**src/rtl/spi_dev_pkg.sv**
```systemverilog
// Shared definitions for the SPI target to register-bus bridge.
// Holds the command opcodes, the shifter FSM state encoding, the status-byte
// layout and a helper that assembles the status byte.
package spi_dev_pkg;

    localparam int         CmdWidth = 8;
    localparam logic [7:0] CmdWrite = 8'h01;
    localparam logic [7:0] CmdRead  = 8'h02;

    // Status byte shifted out ahead of read data: {6'b0, timeout, error}
    localparam int StatusWidth    = 8;
    localparam int StatErrorBit   = 0;
    localparam int StatTimeoutBit = 1;

    typedef enum logic [3:0] {
        ST_IDLE,
        ST_CMD,
        ST_ADDR,
        ST_WDATA,
        ST_RDUMMY,
        ST_RSTAT,
        ST_RDATA,
        ST_WAIT,
        ST_DISCARD
    } state_e;

    function automatic logic [StatusWidth-1:0] status_byte(input logic timeout,
                                                           input logic error);
        logic [StatusWidth-1:0] s;
        s                 = '0;
        s[StatTimeoutBit] = timeout;
        s[StatErrorBit]   = error;
        return s;
    endfunction

endpackage

```
**src/rtl/spi_dev_sync.sv**
```systemverilog
// Oversampling front end: brings SCK, CSB and MOSI into the clk domain and
// produces single-cycle edge strobes.
// Ports:
//   clk, rst              system clock, synchronous active-high reset
//   sck_raw/csb_raw/sdi_raw  asynchronous SPI pins
//   sck_rise/sck_fall     one-cycle strobes on synchronized SCK edges
//   csb_fall/csb_rise     one-cycle strobes on synchronized CSB edges
//   csb_sync/sdi_sync     synchronized CSB and MOSI levels
// SyncStages must be at least 2.
module spi_dev_sync #(
    parameter int SyncStages = 2
) (
    input  logic clk,
    input  logic rst,
    input  logic sck_raw,
    input  logic csb_raw,
    input  logic sdi_raw,
    output logic sck_rise,
    output logic sck_fall,
    output logic csb_fall,
    output logic csb_rise,
    output logic csb_sync,
    output logic sdi_sync
);

    logic [SyncStages-1:0] sck_q;
    logic [SyncStages-1:0] csb_q;
    logic [SyncStages-1:0] sdi_q;
    logic                  sck_prev;
    logic                  csb_prev;

    // MOSI goes through the same depth as SCK so the sampled bit lines up
    // with the detected rising edge.
    always_ff @(posedge clk) begin
        if (rst) begin
            sck_q    <= '0;
            csb_q    <= '1;
            sdi_q    <= '0;
            sck_prev <= 1'b0;
            csb_prev <= 1'b1;
        end else begin
            sck_q    <= {sck_q[SyncStages-2:0], sck_raw};
            csb_q    <= {csb_q[SyncStages-2:0], csb_raw};
            sdi_q    <= {sdi_q[SyncStages-2:0], sdi_raw};
            sck_prev <= sck_q[SyncStages-1];
            csb_prev <= csb_q[SyncStages-1];
        end
    end

    assign sck_rise = sck_q[SyncStages-1] & ~sck_prev;
    assign sck_fall = ~sck_q[SyncStages-1] & sck_prev;
    assign csb_fall = ~csb_q[SyncStages-1] & csb_prev;
    assign csb_rise = csb_q[SyncStages-1] & ~csb_prev;
    assign csb_sync = csb_q[SyncStages-1];
    assign sdi_sync = sdi_q[SyncStages-1];

endmodule

```
**src/rtl/spi_dev_reg_bridge.sv**
```systemverilog
// SPI mode-0 target that converts host frames into register-bus requests.
// Frame: 8-bit command (0x01 write, 0x02 read), AddrWidth address bits, then
// either 32 write-data bits, or DummyCycles dummy clocks followed by an 8-bit
// status byte and 32 read-data bits on MISO. All fields MSB first.
// Ports:
//   clk_i, rst_i                 system clock, synchronous active-high reset
//   spi_sck_i/csb_i/sd_i         SPI pins from the host (oversampled)
//   spi_sd_o, spi_sd_en_o        MISO and its output enable
//   reg_addr/write/wdata/wstrb/valid_o  register request
//   reg_ready_i/rdata_i/error_i  response, valid in the ready cycle
//   busy_o                       frame active or request outstanding
//   err_o                        sticky: bus error or read timeout
// Handshake: a request is presented with reg_valid_o=1 and all request fields
// held stable until the cycle where reg_valid_o && reg_ready_i; reg_valid_o
// drops the following cycle. A request is never withdrawn once raised.
module spi_dev_reg_bridge
    import spi_dev_pkg::*;
#(
    parameter int AddrWidth   = 32,
    parameter int DataWidth   = 32,
    parameter int SyncStages  = 2,
    parameter int DummyCycles = 8
) (
    input  logic                   clk_i,
    input  logic                   rst_i,
    input  logic                   spi_sck_i,
    input  logic                   spi_csb_i,
    input  logic                   spi_sd_i,
    output logic                   spi_sd_o,
    output logic                   spi_sd_en_o,
    output logic [AddrWidth-1:0]   reg_addr_o,
    output logic                   reg_write_o,
    output logic [DataWidth-1:0]   reg_wdata_o,
    output logic [DataWidth/8-1:0] reg_wstrb_o,
    output logic                   reg_valid_o,
    input  logic                   reg_ready_i,
    input  logic [DataWidth-1:0]   reg_rdata_i,
    input  logic                   reg_error_i,
    output logic                   busy_o,
    output logic                   err_o
);

    localparam int RxWidth = (AddrWidth > DataWidth) ? AddrWidth : DataWidth;
    localparam int TxWidth = StatusWidth + DataWidth;

    state_e               state_q, state_d;
    logic                 sck_rise, sck_fall, csb_fall, csb_rise, csb_sync, sdi_sync;
    logic [5:0]           bit_cnt_q, field_len;
    logic                 field_done;
    logic [RxWidth-1:0]   rx_q, rx_next;
    logic                 is_write_q;
    logic [TxWidth-1:0]   tx_q;
    logic                 sd_q;
    logic [AddrWidth-1:0] addr_q;
    logic                 write_q;
    logic [DataWidth-1:0] wdata_q;
    logic                 valid_q;
    logic [DataWidth-1:0] rdata_q;
    logic                 rsp_err_q;
    logic                 err_q;
    logic                 handshake;
    logic                 timeout;
    logic                 stat_err;
    logic [DataWidth-1:0] read_word;

    spi_dev_sync #(.SyncStages(SyncStages)) u_sync (
        .clk      (clk_i),
        .rst      (rst_i),
        .sck_raw  (spi_sck_i),
        .csb_raw  (spi_csb_i),
        .sdi_raw  (spi_sd_i),
        .sck_rise (sck_rise),
        .sck_fall (sck_fall),
        .csb_fall (csb_fall),
        .csb_rise (csb_rise),
        .csb_sync (csb_sync),
        .sdi_sync (sdi_sync)
    );

    assign rx_next   = {rx_q[RxWidth-2:0], sdi_sync};
    assign handshake = valid_q & reg_ready_i;

    // Response as seen at the moment RSTAT is entered; a handshake landing in
    // that very cycle still counts as completed.
    assign timeout   = valid_q & ~reg_ready_i;
    assign stat_err  = timeout ? 1'b0 : (handshake ? reg_error_i : rsp_err_q);
    assign read_word = timeout ? '0 : (handshake ? reg_rdata_i : rdata_q);

    // Number of SCK rising edges that make up the current field (0 = none).
    always_comb begin
        field_len = 6'd0;
        case (state_q)
            ST_CMD:    field_len = 6'(CmdWidth);
            ST_ADDR:   field_len = 6'(AddrWidth);
            ST_WDATA:  field_len = 6'(DataWidth);
            ST_RDUMMY: field_len = 6'(DummyCycles);
            ST_RSTAT:  field_len = 6'(StatusWidth);
            ST_RDATA:  field_len = 6'(DataWidth);
            default:   field_len = 6'd0;
        endcase
    end

    // CSB deassertion masks a coincident SCK edge.
    assign field_done = sck_rise & ~csb_rise & (field_len != 6'd0) &
                        (bit_cnt_q == field_len - 6'd1);

    always_comb begin
        state_d = state_q;
        if (state_q != ST_IDLE && csb_rise) begin
            state_d = ST_IDLE;
        end else begin
            case (state_q)
                ST_IDLE:
                    if (csb_fall) state_d = valid_q ? ST_DISCARD : ST_CMD;
                ST_CMD:
                    if (field_done) begin
                        if (rx_next[CmdWidth-1:0] == CmdWrite ||
                            rx_next[CmdWidth-1:0] == CmdRead)
                            state_d = ST_ADDR;
                        else
                            state_d = ST_DISCARD;
                    end
                ST_ADDR:   if (field_done) state_d = is_write_q ? ST_WDATA : ST_RDUMMY;
                ST_WDATA:  if (field_done) state_d = ST_WAIT;
                ST_RDUMMY: if (field_done) state_d = ST_RSTAT;
                ST_RSTAT:  if (field_done) state_d = ST_RDATA;
                ST_RDATA:  if (field_done) state_d = ST_DISCARD;
                ST_WAIT:   if (handshake || !valid_q) state_d = ST_DISCARD;
                default:   state_d = state_q;
            endcase
        end
    end

    always_ff @(posedge clk_i) begin
        if (rst_i) begin
            state_q    <= ST_IDLE;
            bit_cnt_q  <= '0;
            rx_q       <= '0;
            is_write_q <= 1'b0;
            tx_q       <= '0;
            sd_q       <= 1'b0;
            addr_q     <= '0;
            write_q    <= 1'b0;
            wdata_q    <= '0;
            valid_q    <= 1'b0;
            rdata_q    <= '0;
            rsp_err_q  <= 1'b0;
            err_q      <= 1'b0;
        end else begin
            state_q <= state_d;

            if (state_d != state_q)
                bit_cnt_q <= '0;
            else if (sck_rise && field_len != 6'd0)
                bit_cnt_q <= bit_cnt_q + 6'd1;

            if (sck_rise && (state_q == ST_CMD || state_q == ST_ADDR || state_q == ST_WDATA))
                rx_q <= rx_next;

            if (handshake) begin
                valid_q   <= 1'b0;
                rdata_q   <= reg_rdata_i;
                rsp_err_q <= reg_error_i;
                if (reg_error_i) err_q <= 1'b1;
            end

            if (field_done) begin
                case (state_q)
                    ST_CMD: is_write_q <= (rx_next[CmdWidth-1:0] == CmdWrite);
                    ST_ADDR: begin
                        addr_q <= rx_next[AddrWidth-1:0];
                        if (!is_write_q) begin
                            write_q <= 1'b0;
                            valid_q <= 1'b1;
                        end
                    end
                    ST_WDATA: begin
                        wdata_q <= rx_next[DataWidth-1:0];
                        write_q <= 1'b1;
                        valid_q <= 1'b1;
                    end
                    ST_RDUMMY: begin
                        tx_q <= {status_byte(timeout, stat_err), read_word};
                        if (timeout) err_q <= 1'b1;
                    end
                    default: ;
                endcase
            end

            // MISO changes on SCK fall so the host sees a stable bit at rise.
            if (sck_fall && !csb_rise && (state_q == ST_RSTAT || state_q == ST_RDATA)) begin
                sd_q <= tx_q[TxWidth-1];
                tx_q <= {tx_q[TxWidth-2:0], 1'b0};
            end
        end
    end

    assign spi_sd_o    = sd_q;
    assign spi_sd_en_o = ~csb_sync & (state_q == ST_RSTAT || state_q == ST_RDATA);
    assign reg_addr_o  = addr_q;
    assign reg_write_o = write_q;
    assign reg_wdata_o = wdata_q;
    assign reg_wstrb_o = '1;
    assign reg_valid_o = valid_q;
    assign busy_o      = (state_q != ST_IDLE) | valid_q;
    assign err_o       = err_q;

endmodule

```
**config.mk**
```make
export PLATFORM = sky130hd
export DESIGN_NAME = spi_dev_reg_bridge
export DESIGN_NICKNAME = d
export VERILOG_FILES = /design/src/rtl/spi_dev_pkg.sv /design/src/rtl/spi_dev_sync.sv /design/src/rtl/spi_dev_reg_bridge.sv
export SDC_FILE = /design/constraint.sdc
export NUM_CORES = 1
export LEC_CHECK = 0
export CORE_UTILIZATION = 35
export DETAILED_ROUTE_END_ITERATION = 7
export PLACE_DENSITY = 0.64
export SYNTH_ARGS = -nofsm -noshare
export SYNTH_HDL_FRONTEND = slang
export SYNTH_HIERARCHICAL = 1
export SYNTH_SLANG_ARGS = --single-unit
```
**constraint.sdc**
```tcl
create_clock -name clk_i -period 3.71 [get_ports clk_i]
set_clock_uncertainty 0.15 [all_clocks]
set_input_delay 0.742 -clock clk_i [delete_from_list [all_inputs] [get_ports clk_i]]
set_output_delay 0.742 -clock clk_i [all_outputs]
set_load 0.01 [all_outputs]
```
==> impl_metrics.tcl, run 1 <==
set metrics [dict create \
    status "complete, no violations" \
    syn-instance-count 940 \
    num_io_pins 113 \
    starting_utilization_of_the_core_area_pct 35.7 \
    synth-edff-count 0 \
    clock_tree.buffer_depth 2 \
    total_of_buffers_placed_on_input_and_output_ports 108 \
    groute.usage.overall_pct 16.8 \
    worstMarginPinSlew_ps 886 \
    critical_path.startpoint_type "flop" \
    clock_tree.root_cell "sky130_fd_sc_hd__clkbuf_16" \
    final_layout_size_suffix_gt1_share_pct 5.96 \
    drt_iter0_drc 485 \
    max-cap-violations 0 \
    final_util_pct 44.8 \
    wire_per_inst_um 13.8 \
    dieWidth_um 148 \
    p_leak_nw 3.08 \
    clkTransAtPathRegs_ps 80 \
    die_h_um 148 \
    detailedRoute.firstPassIterationCount 5 \
    grt-ovfl-total 0 \
    hold_viol_final 0 \
    first_global_vias 5968 \
    avgSynthCellArea_um2 7.96 \
    placed_insts 1266 \
    postCtsSetupRepairBufs 0 \
    relSlewSlack_pct 41.0 \
    cell_type_with_the_largest_total_area_after_synthesis "sky130_fd_sc_hd__dfxtp_1" \
    dpl_hpwl_mm 11.0 \
    route.detailed.drc 0 \
    path_max_fanout 31 \
    clock_insertion_delay_worst_skew_ps 430 \
    layout.nets 1051 \
    netlist-cell-type-count 55 \
    synthTopCellsByArea "sky130_fd_sc_hd__dfxtp_1, sky130_fd_sc_hd__nand2_1, sky130_fd_sc_hd__a21oi_1" \
    rows 53 \
    postRouteWirelength_mm 17.9 \
    tritoncts.num_buffers 17 \
    worst_ir_drop_vdd_mv 0.272 \
    post_cts.resized_instances 0 \
    core_region_area_mm2 0.0210 \
    required_ps 3830 \
    cellPowerDensity_mw_per_mm2 427 \
    dominantRegCellSynth "sky130_fd_sc_hd__dfxtp_1" \
    worst-endpoint-arrival_ps 3330 \
    synth_top_cell_area_share_pct 51.1 \
    num_vias 6468 \
    list_of_most_frequent_post_synthesis_cells "sky130_fd_sc_hd__nand2_1, sky130_fd_sc_hd__dfxtp_1, sky130_fd_sc_hd__a21oi_1" \
    post-synth-top-count-cell "sky130_fd_sc_hd__nand2_1" \
    fmax_ghz 0.311 \
    seq_area_frac_synth_pct 51.1 \
    final_antenna_violating_net_count 0 \
    type_of_element_capturing_the_critical_path "flop" \
    total_of_hold_buffers_inserted_after_clock_tree_synthesis 0 \
    post-route-cell-area_mm2 0.00938 \
    placed_area_mm2 0.00876 \
    timing.final.crit_period_ps 3210 \
    timing.final.max_slew_violations 0 \
    cts_sinks 191 \
    vias_per_cell 4.98 \
    largest_net_degree_at_the_start_of_global_routing 96 \
    layoutNonFillerInstCount 1298 \
    grt_antenna_before_repair 0 \
    htree_levels 4 \
    hold_ws_ps 262 \
    async_reset_ff_share_pct 0 \
    ys_ff_latch 191 \
    synth.cell_area_mm2 0.00748 \
    final.fill_count 2114 \
    hp-class "reg2reg" \
    setup_tns_ps 0 \
    yosysWarnings 6 \
    fin_crit_sh_pct 86.6 \
    gpl.final_weighted_congestion 0.808 \
    area_delta_synth_final_pct 25.4 \
    criticalPathCategory "reg2reg" \
    num_antenna_cells 0 \
    clock_tree_from_tritoncts "built" \
    wire_length_of_the_first_global_routing_pass_mm 29.8 \
    die_area_mm2 0.0220 \
    setup_viol 0 \
    grt_setup_unrepaired "false" \
]
## stage by stage
stage	setup WS, ps	power, mW
2_1_floorplan	782	2.15
3_3_place_gp	632	2.21
3_5_place_dp	579	2.21
4_1_cts	488	4.06
5_1_grt	267	4.16
6_report	499	4.01
## worst paths after layout
path	start	to	slack, ps	cells past startpoint
setup / recovery	state_q[3]	tx_q[5]	500	9
hold reg to reg	u_sync/csb_q[0]	u_sync/csb_q[1]	260	1
setup reg to reg	state_q[3]	tx_q[5]	500	9
hold / removal	u_sync/csb_q[0]	u_sync/csb_q[1]	260	1
## where the power goes
group / switching [mW] / internal (mW) / total [mW] / leakage (nW)
combinational: 0.0552 / 0.0498 / 0.105 / 1.24
clock: 0.901 / 0.943 / 1.84 / 0.301
sequential: 0.00433 / 2.05 / 2.06 / 1.54
total: 0.960 / 3.04 / 4.01 / 3.08
## routing by layer
metal,global-route usage [%],part of all wire [%],vias up
met5,0,0,-
li1,-,-,3319
met1,22.3,48,3011
met3,3.77,3.7,20
met2,27.1,47,118
met4,4.95,1.4,0
## cell families (layout without fill, tap and decap cells)
family / count (synthesis) / count (layout) / synth area share [%]
AO/OA/AOI/OAI: 237 / 237 / 17.4
XOR/XNOR: 7 / 7 / 0.820
adder cells (fa/ha/maj): 2 / 2 / 0.335
buffers and inverters: 82 / 162 / 4.63
flip-flops: 191 / 191 / 51.1
multiplexers: 2 / 2 / 0.284
other: 1 / 4 / 0.0501
AND/OR/NAND/NOR: 418 / 418 / 25.3
## worst max-delay path, cell delays in order, from the launching register on
cell and delay [ps]:
sky130_fd_sc_hd__dfxtp_1 440, sky130_fd_sc_hd__nor2b_1 290, sky130_fd_sc_hd__o21ai_0 150, sky130_fd_sc_hd__ha_1 310, sky130_fd_sc_hd__xor2_1 140, sky130_fd_sc_hd__nand4_1 340, sky130_fd_sc_hd__a211o_1 700, sky130_fd_sc_hd__and3_1 330
sky130_fd_sc_hd__a21oi_1 110, sky130_fd_sc_hd__o21ai_0 110
## registers in the layout, summed over array words and instances (netlist names), 2 cells and up
register and flops:
rdata_q 32, reg_addr_o 32, rx_q 31, state_q 4, u_sync/sck_q 2, u_sync/csb_q 2
tx_q 40, bit_cnt_q 6, u_sync/sdi_q 2, reg_wdata_o 32
## cells in the final DEF, fill, tap and decap left out, types with 3 or more instances in the layout
| cell type | synthesis | final |
|---|---|---|
| sky130_fd_sc_hd__dfxtp_1 | 191 | 191 |
| sky130_fd_sc_hd__buf_4 | 5 | 17 |
| sky130_fd_sc_hd__nand3_1 | 17 | 17 |
| sky130_fd_sc_hd__nor2b_1 | 15 | 15 |
| sky130_fd_sc_hd__clkdlybuf4s50_1 | 0 | 107 |
| sky130_fd_sc_hd__nor4b_1 | 5 | 5 |
| sky130_fd_sc_hd__and3_1 | 25 | 25 |
| sky130_fd_sc_hd__o21ai_0 | 28 | 28 |
| sky130_fd_sc_hd__or3_1 | 3 | 3 |
| sky130_fd_sc_hd__nor2_1 | 9 | 9 |
| sky130_fd_sc_hd__inv_8 | 0 | 4 |
| sky130_fd_sc_hd__xor2_1 | 5 | 5 |
| sky130_fd_sc_hd__clkinv_8 | 0 | 4 |
| sky130_fd_sc_hd__o211ai_1 | 10 | 10 |
| sky130_fd_sc_hd__or2_1 | 3 | 3 |
| sky130_fd_sc_hd__clkbuf_16 | 0 | 17 |
| sky130_fd_sc_hd__a211oi_1 | 4 | 4 |
| sky130_fd_sc_hd__inv_1 | 4 | 4 |
| sky130_fd_sc_hd__inv_6 | 0 | 3 |
| sky130_fd_sc_hd__nand2b_1 | 10 | 10 |
| sky130_fd_sc_hd__nand2_1 | 285 | 285 |
| sky130_fd_sc_hd__nand4_1 | 28 | 28 |
| sky130_fd_sc_hd__a21oi_1 | 179 | 179 |
| sky130_fd_sc_hd__conb_1 | 1 | 4 |
## final cells by class
type | count | area, um2 | area share, %
clock buffer | 18 | 439 | 4.68
timing repair buffer | 126 | 1240 | 13.2
inverter | 4 | 15.0 | 0.160
clock inverter | 14 | 178 | 1.89
multi-input combinational | 670 | 3340 | 35.6
sequential | 191 | 3820 | 40.8
tap | 275 | 344 | 3.67
(Power assumes the default switching activity.)
==> run 2, diff against run 1 <==
Settings changed: MAX_ROUTING_LAYER from default to met4.
==> run 2 against run 1 <==
Effect of this change: sequential share of layout area unchanged; global-route usage rose by 0.46 points; via count rose by 0.25%; highest routed layer unchanged.
==> impl_metrics.tcl, run 2 (synthesis results as in run 1) <==
set metrics [dict create \
    flip_flop_count_of_the_largest_register_all_copies_and_words_added 40 \
    path_max_fanout 31 \
    total_of_hold_buffers_inserted_after_clock_tree_synthesis 0 \
    detailedRoute.firstPassIterationCount 4 \
    worstHoldPathCells 1 \
    clkTransAtPathRegs_ps 80 \
    worst_ir_drop_vdd_mv 0.272 \
    num_vias 6484 \
    first_global_vias 5962 \
    hp-class "reg2reg" \
    dieWidth_um 148 \
    register_with_the_most_flip_flops "tx_q" \
    clock_insertion_delay_worst_skew_ps 430 \
    final_layout_size_suffix_gt1_share_pct 5.96 \
    wire_length_of_the_first_global_routing_pass_mm 29.8 \
    core_region_area_mm2 0.0210 \
    power.total_mw 4.01 \
    area_delta_synth_final_pct 25.4 \
    post-route-cell-area_mm2 0.00938 \
    required_ps 3840 \
    gpl.final_weighted_congestion 0.820 \
    starting_utilization_of_the_core_area_pct 35.7 \
    hold_path_startpoint "u_sync/csb_q[0]" \
    critical_path.startpoint_type "flop" \
    max-cap-violations 0 \
    hold_viol_final 0 \
    hold_ws_ps 261 \
    setup_viol 0 \
    postRouteWirelength_mm 17.9 \
    drt_iter0_drc 472 \
    tritoncts.num_buffers 17 \
    type_of_element_capturing_the_critical_path "flop" \
    dpl_worst_slack_ps 579 \
    dpl_hpwl_mm 11.0 \
    layout_commonest_cell "sky130_fd_sc_hd__nand2_1" \
    setup_tns_ps 0 \
    cts_sinks 191 \
    grt-ovfl-total 0 \
    route.detailed.drc 0 \
    critical_path.startpoint "state_q[3]" \
    post_cts.resized_instances 0 \
    timing.rr.start "state_q[3]" \
    postCtsSetupRepairBufs 0 \
    grt_antenna_before_repair 0 \
    worst-r2r-cell-count 9 \
    wire_per_inst_um 13.8 \
    clock_tree.buffer_depth 2 \
    vias_per_cell 5.00 \
    groute.usage.overall_pct 17.3 \
    num_io_pins 113 \
    clock_tree.root_cell "sky130_fd_sc_hd__clkbuf_16" \
    worst-endpoint-arrival_ps 3320 \
    cellPowerDensity_mw_per_mm2 427 \
    rows 53 \
    placed_area_mm2 0.00876 \
    fin_crit_sh_pct 86.3 \
    timing.final.max_slew_violations 0 \
    final_cell_mix "sky130_fd_sc_hd__nand2_1, sky130_fd_sc_hd__dfxtp_1, sky130_fd_sc_hd__a21oi_1, sky130_fd_sc_hd__clkdlybuf4s50_1" \
    total_of_buffers_placed_on_input_and_output_ports 108 \
    grt_setup_unrepaired "false" \
    htree_levels 4 \
    criticalPathCategory "reg2reg" \
    final_antenna_violating_net_count 0 \
    die_h_um 148 \
    relSlewSlack_pct 41.9 \
    clock_tree_from_tritoncts "built" \
    p_leak_nw 3.08 \
    final_critical_path_setup_slack_ps 510 \
    timing.final.crit_period_ps 3200 \
    fmax_ghz 0.313 \
    status "complete, no violations" \
    largest_net_degree_at_the_start_of_global_routing 96 \
    num_antenna_cells 0 \
    die_area_mm2 0.0220 \
    worstMarginPinSlew_ps 872 \
    layout.nets 1051 \
]
==> run 2: final timing paths <==
kind	to	slack (ps)
worst max-delay path	tx_q[5]	510
worst min-delay path	u_sync/csb_q[1]	260
worst max register to register	tx_q[5]	510
worst min register to register	u_sync/csb_q[1]	260
==> run 2: worst max-delay path, stage by stage (launching register included) <==
cell and delay, ps:
sky130_fd_sc_hd__dfxtp_1 440, sky130_fd_sc_hd__nor2b_1 290, sky130_fd_sc_hd__o21ai_0 150, sky130_fd_sc_hd__ha_1 300, sky130_fd_sc_hd__xor2_1 140, sky130_fd_sc_hd__nand4_1 340, sky130_fd_sc_hd__a211o_1 690, sky130_fd_sc_hd__and3_1 330
sky130_fd_sc_hd__a21oi_1 110, sky130_fd_sc_hd__o21ai_0 100
==> run 2: layout make-up <==
class / instances / area, um2
Clock buffer: 18 / 439
Clock inverter: 14 / 178
Fill cell: 2114 / 11600
Inverter: 4 / 15.0
Multi-Input combinational cell: 670 / 3340
Sequential cell: 191 / 3820
Tap cell: 275 / 344
Timing Repair Buffer: 126 / 1240
==> run 2: report_power, final <==
part	switching, mW	internal, mW
Sequential	0.00435	2.05
Combinational	0.0551	0.0498
Clock	0.902	0.943
==> run 2: per-stage QoR <==
step / util, % / std cells
after floorplan: - / 943
after global placement: 41.8 / 1266
after detailed placement: 41.8 / 1266
after CTS: 44.8 / 1298
after global routing: 44.8 / 1298
final: 44.8 / 1298
==> run 2: layer usage <==
metal / vias up / wire [um] / share of wire (%) / global-route usage, %
met2: 132 / 8430 / 47 / 27.1
met4: 0 / 221 / 1.2 / 5.10
met5: - / 0 / 0 / -
met3: 17 / 770 / 4.3 / 3.44
met1: 3016 / 8460 / 47 / 22.4
li1: 3319 / - / - / -
